==> config.mk <==
export PLATFORM = sky130hd
export DESIGN_NAME = mem_rmw_controller
export DESIGN_NICKNAME = d
export VERILOG_FILES = /design/src/rtl/mem_rmw_controller.sv
export SDC_FILE = /design/constraint.sdc
export NUM_CORES = 1
export LEC_CHECK = 0
export BUFFER_PORTS_ARGS = -buffer_cell sky130_fd_sc_hd__buf_2
export CORE_MARGIN = 1
export CORE_UTILIZATION = 40
export CTS_CLUSTER_SIZE = 8
export DETAILED_ROUTE_END_ITERATION = 16
export RECOVER_POWER = 25
export SYNTH_ARGS = -nofsm -noshare
export SYNTH_HDL_FRONTEND = slang
export SYNTH_SLANG_ARGS = --single-unit
==> constraint.sdc <==
create_clock -name clk -period 2.8 [get_ports clk]
set_clock_uncertainty 0.2 [all_clocks]
set_input_delay 0.14 -clock clk [delete_from_list [all_inputs] [get_ports clk]]
set_output_delay 0.14 -clock clk [all_outputs]
set_load 0.02 [all_outputs]
==> src/rtl/mem_rmw_controller.sv <==
// Byte-masked load/store front end for a word-wide synchronous RAM.
// Sub-word stores become read-modify-write sequences. One request is in flight at a time, and req is sampled only in IDLE.
module mem_rmw_controller #(
  parameter int ADDR_WIDTH   = 32,
  parameter int READ_LATENCY = 1
) (
  input  logic                  clk,
  input  logic                  rst_n,
  input  logic                  req_i,
  input  logic                  wr_i,
  input  logic [ADDR_WIDTH-1:0] addr_i,
  input  logic [3:0]            data_mask_bus_i,
  input  logic [31:0]           data_bus_i,
  output logic                  ack_o,
  output logic                  err_o,
  output logic [31:0]           data_out_o,
  output logic [ADDR_WIDTH-3:0] mem_addr_o,
  output logic                  mem_rd_en_o,
  input  logic [31:0]           mem_rd_data_i,
  output logic                  mem_wr_en_o,
  output logic [31:0]           mem_wr_data_o
);

  localparam int CW = (READ_LATENCY > 1) ? $clog2(READ_LATENCY) : 1;

  typedef enum logic [2:0] {
    S_IDLE,
    S_READ,
    S_WAIT,
    S_WRITE,
    S_ACK
  } state_t;

  state_t                state_q;
  logic                  wr_q;
  logic [1:0]            off_q;
  logic [3:0]            mask_q;
  logic [31:0]           data_q;
  logic [CW-1:0]         cnt_q;
  logic                  ack_q;
  logic                  err_q;
  logic                  rd_en_q;
  logic                  wr_en_q;
  logic [31:0]           data_out_q;
  logic [31:0]           wr_data_q;
  logic [ADDR_WIDTH-3:0] mem_addr_q;

  logic [6:0]            smask_full;
  logic [31:0]           lane_mask;
  logic [31:0]           data_shifted;
  logic [31:0]           wr_data_d;
  logic [31:0]           data_out_d;
  logic                  err_d;

  function automatic logic [31:0] byte_expand(input logic [3:0] m);
    logic [31:0] r;
    r = '0;
    for (int i = 0; i < 4; i++) begin
      r[8*i +: 8] = {8{m[i]}};
    end
    return r;
  endfunction

  // Mask bits shifted beyond lane 3 flag err; only the in-range lanes are merged or returned.
  always_comb begin
    smask_full   = {3'b000, mask_q} << off_q;
    lane_mask    = byte_expand(smask_full[3:0]);
    data_shifted = data_q << {off_q, 3'b000};
    wr_data_d    = (mem_rd_data_i & ~lane_mask) | (data_shifted & lane_mask);
    data_out_d   = (mem_rd_data_i >> {off_q, 3'b000}) & byte_expand(mask_q);
    err_d        = |smask_full[6:4];
  end

  always_ff @(posedge clk or negedge rst_n) begin
    if (!rst_n) begin
      state_q    <= S_IDLE;
      wr_q       <= 1'b0;
      off_q      <= '0;
      mask_q     <= '0;
      data_q     <= '0;
      cnt_q      <= '0;
      ack_q      <= 1'b0;
      err_q      <= 1'b0;
      rd_en_q    <= 1'b0;
      wr_en_q    <= 1'b0;
      data_out_q <= '0;
      wr_data_q  <= '0;
      mem_addr_q <= '0;
    end else begin
      ack_q   <= 1'b0;
      err_q   <= 1'b0;
      rd_en_q <= 1'b0;
      wr_en_q <= 1'b0;
      case (state_q)
        S_IDLE: begin
          if (req_i) begin
            wr_q   <= wr_i;
            off_q  <= addr_i[1:0];
            mask_q <= data_mask_bus_i;
            data_q <= data_bus_i;
            if (wr_i && data_mask_bus_i == 4'h0) begin
              state_q <= S_ACK;
              ack_q   <= 1'b1;
            end else if (wr_i && addr_i[1:0] == 2'b00 && data_mask_bus_i == 4'hF) begin
              state_q    <= S_WRITE;
              wr_en_q    <= 1'b1;
              wr_data_q  <= data_bus_i;
              mem_addr_q <= addr_i[ADDR_WIDTH-1:2];
            end else begin
              state_q    <= S_READ;
              rd_en_q    <= 1'b1;
              mem_addr_q <= addr_i[ADDR_WIDTH-1:2];
            end
          end
        end
        S_READ: begin
          state_q <= S_WAIT;
          cnt_q   <= CW'(READ_LATENCY - 1);
        end
        S_WAIT: begin
          if (cnt_q == '0) begin
            if (wr_q) begin
              state_q   <= S_WRITE;
              wr_en_q   <= 1'b1;
              wr_data_q <= wr_data_d;
            end else begin
              state_q    <= S_ACK;
              ack_q      <= 1'b1;
              err_q      <= err_d;
              data_out_q <= data_out_d;
            end
          end else begin
            cnt_q <= cnt_q - CW'(1);
          end
        end
        S_WRITE: begin
          state_q <= S_ACK;
          ack_q   <= 1'b1;
          err_q   <= err_d;
        end
        S_ACK: begin
          state_q <= S_IDLE;
        end
        default: begin
          state_q <= S_IDLE;
        end
      endcase
    end
  end

  assign ack_o         = ack_q;
  assign err_o         = err_q;
  assign data_out_o    = data_out_q;
  assign mem_addr_o    = mem_addr_q;
  assign mem_rd_en_o   = rd_en_q;
  assign mem_wr_en_o   = wr_en_q;
  assign mem_wr_data_o = wr_data_q;

endmodule

==> summary.txt <==
GRT
  – Gr usage total: 25.2%
  – Largest net degree at the start of global routing: 83
  – Vias in the first global route: 6374
  – Initial antenna violation count: 0
  – First-pass GRT wire length: 34300 um
  – Gr ovfl total: 0

Clock network
  – Clock Sinks: 140
  – CTS H-tree depth: 4
  – CTS max path bufs: 2
  – Root buffer cell: clkbuf_16
  – Clock buffer count from CTS: 17
  – Clock latency on the worst-skew pair: 0.42 ns
  – CTS tree: yes
  – Post-CTS Setup Inserts: 0
  – Clk slew on worst S/H paths: 0.06 ns

Detailed routing
  – Antenna-violating nets left: 0
  – Via count: 6210
  – Detailed Routing Iterations Pass 1: 4
  – WL per Instance: 18.2 um
  – Vias/cell: 5.25
  – Routed WL: 21600 um
  – Post-route DRC: 0
  – Initial DRC Count: 354

Synth
  – Seq cells post-synth: 140
  – Post-synth EDFFs: 0
  – Post-synthesis async set-or-reset flop share: 100%
  – Netlist cell types: 40
  – Mean Syn Cell Area: 10.2 um2
  – Prevailing post-synth register cell: dfrtp_1
  – YS warnings: 0
  – Sequential fraction of the synthesis area: 51.0%
  – Mapped cell area: 0.00687 mm2
  – Syn nets: 779
  – Synth Instances: 675

Min path
  – Worst hold path type: in2reg
  – Hold depth: 4

Die
  – Initial Util: 41.1%
  – Row count: 47
  – Die height: 133 um
  – Die area: 0.0177 mm2
  – I/O pin count: 202
  – Core Area: 0.0167 mm2
  – Die W: 133 um

Worst setup path
  – Reg2Reg Depth: 5
  – Critical path class: reg2reg
  – Crit end category: register
  – Worst Path Arrival: 2.42 ns
  – Startpoint class of the critical path: register
  – Worst path required time: 2.94 ns
  – Crit path max fanout: 25

Place
  – Dpl cells: 1062
  – Worst slack at placement: 0.520 ns
  – Dpl hpwl: 15300 um
  – GPL Wtd Cong: 0.871
  – DP Area: 0.00808 mm2
  – Input/output buffers: 201

STA
  – Slew Limit Fails: 0
  – Total negative setup slack: 0 ns
  – Slew headroom: 40.8%
  – Final setup viols: 0
  – Tmin final: 2.29 ns
  – Period utilisation layout: 81.7%
  – Setup slack after layout: 0.513 ns
  – Final hold vios: 0
  – RSZ-0062 raised after global routing: false
  – Worst Tran Pin Value: 0.885 ns
  – Fmax: 437 MHz

Power and ir drop
  – Pwr dens: 1180 mW/mm2
  – Peak VDD IR: 0.614 mV
  – Lkg Pwr: 4.53 nW

Flow run
  – Max Cap Viol: 0

Finish
  – ANT cells: 0
  – Layout cells sized above 1: 29.6%
  – Final core occ: 57.2%
  – Non-Filler Instances: 1182
  – Area grow syn2layout: 39.0%
  – Final net count: 1053
  – Post-Layout Inst Area: 0.00955 mm2

Status
  – Status: completed
## area by class of cell
class                      count  area (um2)
clock buffer                  21         470
clock inverter                11         134
fill                        1502        7150
inverter                       2        7.51
multi-input combinational    482        3140
sequential                   140        3510
tap                          220         275
timing repair buffer         306        2010
## where the power goes
part           total (mW)  switching, mW  internal [mW]
logic                5.11           3.03           2.08
clock network        2.29          0.901           1.39
registers            3.85          0.876           2.97
total                11.3           4.81           6.44
## worst paths after layout
path	slack, ns	to	from
setup / recovery	0.51	mem_wr_data_o[24]$_DFFE_PN0P_	state_q[2]$_DFFE_PN0P_
hold / removal	0.02	data_out_o[3]$_DFFE_PN0P_	mem_rd_data_i[3]
setup reg to reg	0.51	mem_wr_data_o[24]$_DFFE_PN0P_	state_q[2]$_DFFE_PN0P_
hold reg to reg	0.28	data_out_o[22]$_DFFE_PN0P_	data_out_o[22]$_DFFE_PN0P_
max in group asynchronous	1.39	mem_addr_o[5]$_DFFE_PN0P_	rst_n
min in group asynchronous	0.12	mem_wr_data_o[18]$_DFFE_PN0P_	rst_n
## layer usage
layer  GRT usage [%]  part of all wire (%)  vias up  wire length (um)
li1                -                     -     2912                 -
met1            33.2                    43     2981              9220
met2            41.1                    48      280             10400
met3            5.06                   6.8       37              1470
met4            9.51                   2.2        0               480
met5               0                     0        -                 0
## metrics by stage
stage                     hold WS [ns]  total power [mW]
after floorplan                 -0.356              7.19
after global placement          0.0478              8.76
after detailed placement        0.0467              8.89
after CTS                      0.00433              11.3
after global routing            0.0204              11.9
final                           0.0208              11.3
## what timing repair did
item | CTS | global route
hold buffers | 88 | 0
hold endpoints to repair | 207 | 0
resized for setup | 0 | 0
## synth_stat cells (all sizes together), types with 2 or more instances
master     n  area [um2]
dfrtp    140        3500
inv        2        7.50
o21ai     36         180
a211oi     8         100
nor3b      3        27.5
nand2    185         694
a21oi     17        85.1
nor3       9        45.0
a21o       9        67.6
o211ai    24         180
mux2      38         428
nand2b     3        18.8
clkbuf    32         120
mux2i     60         604
o21a       8        60.1
buf       19        97.6
nor2b      2        12.5
o31ai      8        60.1
o2bb2ai    8        70.1
a22o       8        70.1
nand3     17        85.1
mux4       8         180
nor2      21        78.8
## sequential cells by signal, summed over array words and instances, names as in the netlist
register	count
mem_addr_o	30
state_q	3
data_out_o	32
wr_q	1
mem_rd_en_o	1
mask_q	4
off_q	2
data_q	32
err_o	1
mem_wr_data_o	32
ack_o	1
mem_wr_en_o	1
## cells in the final DEF, fill, tap and decap left out, types with 3 or more instances in the layout
cell and instances:
nand2_1 185, buf_2 185, dfrtp_1 138, dlygate4sd3_1 88
mux2i_1 59, mux2_2 28, o21ai_0 26, o211ai_1 24
nor2_1 21, a21oi_1 17, nand3_1 17, clkbuf_16 17
clkbuf_1 16, buf_4 16, o21ai_1 10, mux2_1 10
a21o_1 9, nor3_1 9, o2bb2ai_1 8, o21a_1 8
a211oi_2 8, mux4_2 8, o31ai_1 8, a22o_1 8
clkinvlp_4 4, clkinv_4 3, clkbuf_8 3
## kinds of logic after synthesis
family / after synthesis / share of synthesized area [%]
buffers and inverters: 53 / 3.28
muxes: 106 / 17.7
DFF: 140 / 51.0
and+or+nand+nor: 246 / 14.8
AOI/OAI and AO/OA: 130 / 13.3
## worst max-delay path: stages, from the launching register on
cell	delay (ns)
dfrtp_1	0.44
or4b_1	0.57
o31a_1	0.34
inv_2	0.36
nand3_1	0.15
o211ai_1	0.14
Power figures use the tool's default switching activity.
